## config.mk

```make
export PLATFORM = sky130hd
export DESIGN_NAME = mem_arbiter
export DESIGN_NICKNAME = d
export VERILOG_FILES = /design/src/rtl/mem_arbiter.sv
export SDC_FILE = /design/constraint.sdc
export NUM_CORES = 1
export LEC_CHECK = 0
export ABC_AREA = 1
export ABC_CLOCK_PERIOD_IN_PS = 6800
export CORE_MARGIN = 2
export CORE_UTILIZATION = 43
export DETAILED_ROUTE_END_ITERATION = 6
export PLACE_DENSITY = 0.91
export SLEW_MARGIN = 30
export SYNTH_ARGS = -nofsm -noshare
export SYNTH_HDL_FRONTEND = slang
export SYNTH_SLANG_ARGS = --single-unit
```

## constraint.sdc

```tcl
create_clock -name clk_i -period 6.8 [get_ports clk_i]
set_clock_uncertainty 0.05 [all_clocks]
set_input_delay 1.36 -clock clk_i [delete_from_list [all_inputs] [get_ports clk_i]]
set_output_delay 1.36 -clock clk_i [all_outputs]
set_load 0.03 [all_outputs]
```

## src/rtl/mem_arbiter.sv

```systemverilog
// -----------------------------------------------------------------------------
// mem_arbiter
//
// Shares one variable-latency memory port between the instruction-fetch
// requester (IF stage) and the data requester (MEM stage). One memory
// transaction is in flight at a time. Data has priority over fetch. A
// completed result is held, with its ready flag, until the pipeline advances.
// An advance is any cycle in which stall_o is low.
//
// Ports:
//   clk_i, rst_i              clock (rising edge), async active-high reset
//   if_req_i/if_addr_i        fetch request (level) and PC
//   if_data_o/if_ready_o      fetched instruction, held-result flag
//   d_req_i/d_we_i/d_addr_i   data request (level), write select, address
//   d_wdata_i                 store data
//   d_rdata_o/d_ready_o       load data, held-result flag
//   mem_req_o/mem_we_o        registered memory request / write enable
//   mem_addr_o/mem_wdata_o    registered memory address / write data
//   mem_ack_i/mem_rdata_i     1-cycle completion pulse, read data
//   stall_o                   combinational pipeline freeze
//   timeout_o                 sticky abort flag (set when MAX_WAIT expires)
//
// Optional build macro MEM_ARB_PERF_EN adds three saturating 32-bit counters:
//   perf_istall_o  cycles stalled only because of fetch
//   perf_dstall_o  cycles with a pending data request
//   perf_xact_o    transactions completed by mem_ack_i
// -----------------------------------------------------------------------------
module mem_arbiter #(
    parameter int ADDR_W   = 32,
    parameter int DATA_W   = 32,
    parameter int MAX_WAIT = 255
) (
    input  logic              clk_i,
    input  logic              rst_i,
    input  logic              if_req_i,
    input  logic [ADDR_W-1:0] if_addr_i,
    output logic [DATA_W-1:0] if_data_o,
    output logic              if_ready_o,
    input  logic              d_req_i,
    input  logic              d_we_i,
    input  logic [ADDR_W-1:0] d_addr_i,
    input  logic [DATA_W-1:0] d_wdata_i,
    output logic [DATA_W-1:0] d_rdata_o,
    output logic              d_ready_o,
    output logic              mem_req_o,
    output logic              mem_we_o,
    output logic [ADDR_W-1:0] mem_addr_o,
    output logic [DATA_W-1:0] mem_wdata_o,
    input  logic              mem_ack_i,
    input  logic [DATA_W-1:0] mem_rdata_i,
    output logic              stall_o,
    output logic              timeout_o
`ifdef MEM_ARB_PERF_EN
    ,
    output logic [31:0]       perf_istall_o,
    output logic [31:0]       perf_dstall_o,
    output logic [31:0]       perf_xact_o
`endif
);

    localparam bit TO_EN = (MAX_WAIT > 0);
    localparam int CNT_W = (MAX_WAIT > 1) ? $clog2(MAX_WAIT + 1) : 1;
    // The abort fires at the edge where the counter would reach MAX_WAIT,
    // so mem_req_o is high for exactly MAX_WAIT cycles.
    localparam logic [CNT_W-1:0] WAIT_LAST = CNT_W'((MAX_WAIT > 0) ? MAX_WAIT - 1 : 0);

    typedef enum logic [1:0] {
        IDLE  = 2'd0,
        DBUSY = 2'd1,
        IBUSY = 2'd2
    } state_t;

    state_t           state_q;
    state_t           state_d;
    logic [CNT_W-1:0] wait_cnt_q;

    logic d_pend;
    logic i_pend;
    logic advance;
    logic busy;
    logic ack_hit;
    logic to_hit;
    logic xact_end;
    logic issue_d;
    logic issue_i;
    logic done_d;
    logic done_i;

    // A requester is pending only while it has no held result; this is what
    // keeps a frozen requester from being served twice.
    assign d_pend   = d_req_i & ~d_ready_o;
    assign i_pend   = if_req_i & ~if_ready_o;
    assign advance  = ~(d_pend | i_pend);
    assign busy     = (state_q != IDLE);
    assign ack_hit  = busy & mem_ack_i;
    // Ack takes precedence over an expiring counter.
    assign to_hit   = TO_EN && busy && !mem_ack_i && (wait_cnt_q == WAIT_LAST);
    assign xact_end = ack_hit | to_hit;

    // Gated by reset so the freeze drops immediately, not at the next edge.
    assign stall_o = ~rst_i & (d_pend | i_pend);

    // State register
    always_ff @(posedge clk_i or posedge rst_i) begin
        if (rst_i) begin
            state_q <= IDLE;
        end else begin
            state_q <= state_d;
        end
    end

    // Next-state logic
    always_comb begin
        state_d = state_q;
        case (state_q)
            IDLE: begin
                if (d_pend) begin
                    state_d = DBUSY;
                end else if (i_pend) begin
                    state_d = IBUSY;
                end
            end
            DBUSY, IBUSY: begin
                if (xact_end) begin
                    state_d = IDLE;
                end
            end
            default: state_d = IDLE;
        endcase
    end

    // Output decode: per-cycle strobes for the registered port logic
    always_comb begin
        issue_d = 1'b0;
        issue_i = 1'b0;
        done_d  = 1'b0;
        done_i  = 1'b0;
        case (state_q)
            IDLE: begin
                if (d_pend) begin
                    issue_d = 1'b1;
                end else if (i_pend) begin
                    issue_i = 1'b1;
                end
            end
            DBUSY:   done_d = xact_end;
            IBUSY:   done_i = xact_end;
            default: ;
        endcase
    end

    // Memory port, result holding and sticky abort flag
    always_ff @(posedge clk_i or posedge rst_i) begin
        if (rst_i) begin
            mem_req_o   <= 1'b0;
            mem_we_o    <= 1'b0;
            mem_addr_o  <= '0;
            mem_wdata_o <= '0;
            d_rdata_o   <= '0;
            d_ready_o   <= 1'b0;
            if_data_o   <= '0;
            if_ready_o  <= 1'b0;
            timeout_o   <= 1'b0;
        end else begin
            if (issue_d) begin
                mem_req_o   <= 1'b1;
                mem_we_o    <= d_we_i;
                mem_addr_o  <= d_addr_i;
                mem_wdata_o <= d_wdata_i;
            end else if (issue_i) begin
                mem_req_o  <= 1'b1;
                mem_we_o   <= 1'b0;
                mem_addr_o <= if_addr_i;
            end else if (xact_end) begin
                mem_req_o <= 1'b0;
                mem_we_o  <= 1'b0;
            end

            // Completion has priority over the advance clear so a result
            // finishing in an advance cycle (dropped request) is still
            // presented once.
            if (done_d) begin
                d_ready_o <= 1'b1;
                if (to_hit) begin
                    d_rdata_o <= '0;
                end else if (!mem_we_o) begin
                    d_rdata_o <= mem_rdata_i;
                end
            end else if (advance) begin
                d_ready_o <= 1'b0;
            end

            if (done_i) begin
                if_ready_o <= 1'b1;
                if_data_o  <= to_hit ? '0 : mem_rdata_i;
            end else if (advance) begin
                if_ready_o <= 1'b0;
            end

            if (to_hit) begin
                timeout_o <= 1'b1;
            end
        end
    end

    // Busy-cycle wait counter; restarts whenever the arbiter leaves busy
    always_ff @(posedge clk_i or posedge rst_i) begin
        if (rst_i) begin
            wait_cnt_q <= '0;
        end else if (TO_EN && busy && !xact_end) begin
            wait_cnt_q <= wait_cnt_q + CNT_W'(1);
        end else begin
            wait_cnt_q <= '0;
        end
    end

`ifdef MEM_ARB_PERF_EN
    function automatic logic [31:0] sat_inc(input logic [31:0] v);
        return (v == 32'hFFFF_FFFF) ? v : v + 32'd1;
    endfunction

    always_ff @(posedge clk_i or posedge rst_i) begin
        if (rst_i) begin
            perf_istall_o <= '0;
            perf_dstall_o <= '0;
            perf_xact_o   <= '0;
        end else begin
            if (i_pend && !d_pend) begin
                perf_istall_o <= sat_inc(perf_istall_o);
            end
            if (d_pend) begin
                perf_dstall_o <= sat_inc(perf_dstall_o);
            end
            if (ack_hit) begin
                perf_xact_o <= sat_inc(perf_xact_o);
            end
        end
    end
`endif

endmodule

```

**After elaboration in Yosys (flattened, before gate mapping)**

Cells that the tools add are included.

- Add/sub/neg operators: 1
- Eq/ne operators: 8
- Mux-type cells: 25
- Bitwise operators: 9
- Reduce and logical (&&, ||, !) cells: 12

Operators with widths:

| operator | count |
|---|---|
| $mux 32 | 5 |
| $mux 1 | 15 |
| $add 8x1->8 const B | 1 |
| $eq 8x8->1 const B | 1 |
| $mux 8 | 1 |
| $mux 2 | 3 |
| $ne 2x2->1 const B | 3 |
| $and 1x1->1 | 4 |
| $pmux 2 s2 | 1 |
| $reduce_and 2->1 | 2 |
| $reduce_bool 2->1 | 2 |
| $logic_and 1x1->1 | 3 |
| $ne 3x3->1 const B | 1 |
| $not 1->1 | 3 |
| $reduce_bool 3->1 | 1 |
| $eq 2x1->1 const B | 1 |
| $eq 2x2->1 const B | 1 |
| $logic_not 1->1 | 2 |
| $logic_not 2->1 | 1 |
| $ne 2x1->1 const B | 1 |
| $or 1x1->1 | 2 |
| $reduce_or 2->1 | 1 |

- Register bits after elaboration: 143
- Output and inout bits: 134
- Logic and storage cells: 66

**Depth between registers and ports, before layout**

- Depth in word-level cells: 7
- Mapped depth: 11

**Worst setup path after synthesis**

No wires, ideal clock.

- Kind: in2out
- Start point: input port d_req_i
- End point: output port stall_o
- Arrival time: 2.026 ns
- Required time: 5.390 ns
- Setup slack: 3.364 ns
- Stages on the path: 4
- Cells stage by stage: nand2_1 nand2_1 inv_1 nor2_1

- Longest elaborated chain between the ends: 3

RTL lines:

| what | line | source |
|---|---|---|
| start: declaration | 39 | `input logic d_req_i,` |
| $and 1x1->1 | 91 | `assign d_pend = d_req_i & ~d_ready_o;` |
| $or 1x1->1 | 101 | `assign stall_o = ~rst_i & (d_pend \| i_pend);` |
| $and 1x1->1 | 101 |  |
| end: declaration | 51 | `output logic stall_o,` |

No other way between the ends.

**Final worst setup path**

Ends and elaborated chain as after synthesis.

==> results.sh <==
export IMPL_synthToLayoutAreaGrowth_pct=51.36
export IMPL_crit_arrival_ps=2900
export IMPL_hold_path_class="register to register"
export IMPL_grt_usage_pct=23.82
export IMPL_reg2reg_depth=9
export IMPL_htree_levels=4
export IMPL_pwr_share_seq_pct=30.3
export IMPL_netlist_instances=743
export IMPL_ys_ff_latch=143
export IMPL_p_leak_uw=0.004684
export IMPL_root_buffer="clkbuf_16"
export IMPL_gp_congestion=0.8112
export IMPL_coreArea_sq_um=14420
export IMPL_antenna_found_initial=0
export IMPL_worstPathMaxFanout=2
export IMPL_firstDrtPassIters=5
export IMPL_drt_initial_drc_count=276
export IMPL_status="completed"
export IMPL_min_to="d_rdata_o[3]"
export IMPL_max_vdd_ir_drop_mv=0.2433
export IMPL_rows=44
export IMPL_clk_latency_ps=420
export IMPL_dp_cells=1156
export IMPL_final_cells=1188
export IMPL_relSlewSlack_pct=38.50
export IMPL_holdBufCountCts=0
export IMPL_hold_viol=0
export IMPL_synth_distinct_cells=25
export IMPL_hold_depth=2
export IMPL_timing_final_ws_setup_ps=2493
export IMPL_cts_resized=0
export IMPL_cts_sinks=143
export IMPL_swShare_pct=44.24
export IMPL_synth_top_area_share_pct=56.62
export IMPL_grt_max_degree=92
export IMPL_period_needed_ps=4307
export IMPL_final_common_cell="nand2_1"
export IMPL_rrSetupSlack_ps=3500
export IMPL_cts_setup_buffers=0
export IMPL_post_route_util_pct=66.32
export IMPL_ios=268
export IMPL_initial_core_util_pct=43.82
export IMPL_clkTransAtPathRegs_ps=60
export IMPL_clk_path_buf_depth=2
export IMPL_crit_required_ps=5390
export IMPL_die_y_microns=125.2
export IMPL_hp_start="d_rdata_o[3]"
export IMPL_start_kind="input pin"
export IMPL_fmax_mhz=232.2
export IMPL_synth_avg_cell_area_sq_um=8.506
export IMPL_dr_total_vias=5868
export IMPL_n_antenna_cell=0
export IMPL_ant_nets=0
export IMPL_p_int_uw=2694
export IMPL_io_buffers=267
export IMPL_final_cell_mix="nand2_1 (311), clkdlybuf4s50_1 (267), dfrtp_1 (143)"
export IMPL_drc=0
export IMPL_grt_pass1_vias=5739
export IMPL_dpl_hpwl_mm=12.79
export IMPL_worst_pin_slew_ps=921.5
export IMPL_power_density_cell_area_nw_per_um2=505.0
export IMPL_worst_setup_path_end_kind="primary output"
export IMPL_drv_slew=0
export IMPL_cts_made_buffers=17
export IMPL_seq_area_frac_synth_pct=56.62
export IMPL_syn_nets=882
export IMPL_setup_violations=0
export IMPL_synth_area_leaders="dfrtp_1 (57%), nand2_1 (19%), nor2_1 (4.5%)"
export IMPL_wl_mm=18.34
export IMPL_die_x_microns=125.2
export IMPL_pwr_share_clk_pct=18.5
export IMPL_yosysWarningCount=0
export IMPL_maxCapViolations=0
export IMPL_grt_pass1_wl_mm=29.66
export IMPL_critical_path_class="input pin to primary output"
export IMPL_wl_per_cell_microns=15.44
export IMPL_dp_slack_ps=2422
export IMPL_p_comb_share_pct=51.2
export IMPL_vias_per_cell=4.939
export IMPL_rsz0062_at_grt="no"
export IMPL_syn_area_sq_um=6320
export IMPL_layout_nets=1130
export IMPL_power_switching_uw=2137
export IMPL_cts_tree="done"
export IMPL_min_period_over_period_pct=63.34
export IMPL_yosys_area_top_type="dfrtp_1"
export IMPL_drive_gt1_share_pct=6.773
export IMPL_worstReg2RegEnd="if_data_o[7]"
export IMPL_overflow=0
export IMPL_dieArea_sq_um=15680
export IMPL_timing_rr_start="state_q[0]"
export IMPL_fin_tns_setup_ps=0
==> power groups by stage <==
stage	sequential [uW]	clock (uW)	combinational [uW]
after global placement	1450	0	2440
after floorplan	2190	0	711
after global routing	1510	947	2650
after detailed placement	1470	0	2490
final	1460	892	2470
after CTS	1460	907	2500
==> worst max-delay path, cell delays in order <==
cell and delay, ps:
clkdlybuf4s50_1 480, nand2_1 80, nand2_1 110, inv_1 100, nor2_1 90, clkdlybuf4s50_1 680
==> sequential cells by signal (all words and copies together), names as in the netlist, 2 cells and up <==
signal / count
d_rdata_o: 32
if_data_o: 32
mem_addr_o: 32
mem_wdata_o: 32
state_q: 2
wait_cnt_q: 8
==> metrics by stage <==
step                      instance area, sq um  total power, uW  hold slack, ps
after floorplan                           6320             2904           403.6
after global placement                    9000             3895           406.9
after detailed placement                  9002             3963           410.7
after CTS                                 9565             4871           430.8
after global routing                      9565             5106           443.6
final                                     9565             4830           426.8
==> how the worst max path moves through the flow <==
| stage | from | endpoint | slack, ps |
|---|---|---|---|
| after floorplan | rst_i | d_rdata_o[0] | 1550 |
| after global placement | d_req_i | stall_o | 2510 |
| after detailed placement | mem_ack_i | if_data_o[20] | 2420 |
| after CTS | d_req_i | stall_o | 2500 |
| after global routing | d_req_i | stall_o | 2420 |
| final | d_req_i | stall_o | 2490 |
==> synthesized netlist by cell type, drive strengths merged <==
| library cell | instances |
|---|---|
| dfrtp | 143 |
| xor2 | 2 |
| nor3 | 1 |
| inv | 44 |
| buf | 32 |
| nand3b | 1 |
| nand2 | 315 |
| nand4 | 32 |
| nor2 | 77 |
| xnor2 | 2 |
| ha | 5 |
| clkbuf | 12 |
| nand3 | 8 |
| nor3b | 2 |
| o21ai | 67 |
==> cell families after synthesis <==
kind of cell	count (synthesis)	share of synthesized area [%]
compound gates	67	6.613
buf+inv	88	6.969
xor+xnor	4	0.5544
simple gates	436	28.25
fa+ha+maj	5	0.9899
flops	143	56.62
==> metal layers <==
| metal | routed length, microns | global-route usage [%] | part of all wire, % |
|---|---|---|---|
| met5 | 0 | 0 | 0 |
| met4 | 502 | 9.542 | 2.7 |
| met3 | 1514 | 6.932 | 8.3 |
| met2 | 9085 | 39.64 | 50 |
| met1 | 7235 | 29.32 | 39 |
==> cell type report <==
cell class | count | area, sq um
clock buffer | 18 | 429.2
clock inverter | 14 | 133.9
fill | 1131 | 4858
inverter | 44 | 172.7
multi-input combinational | 512 | 2303
sequential | 143 | 3578
tap | 184 | 230.2
timing repair buffer | 273 | 2718
(Power assumes the default switching activity.)
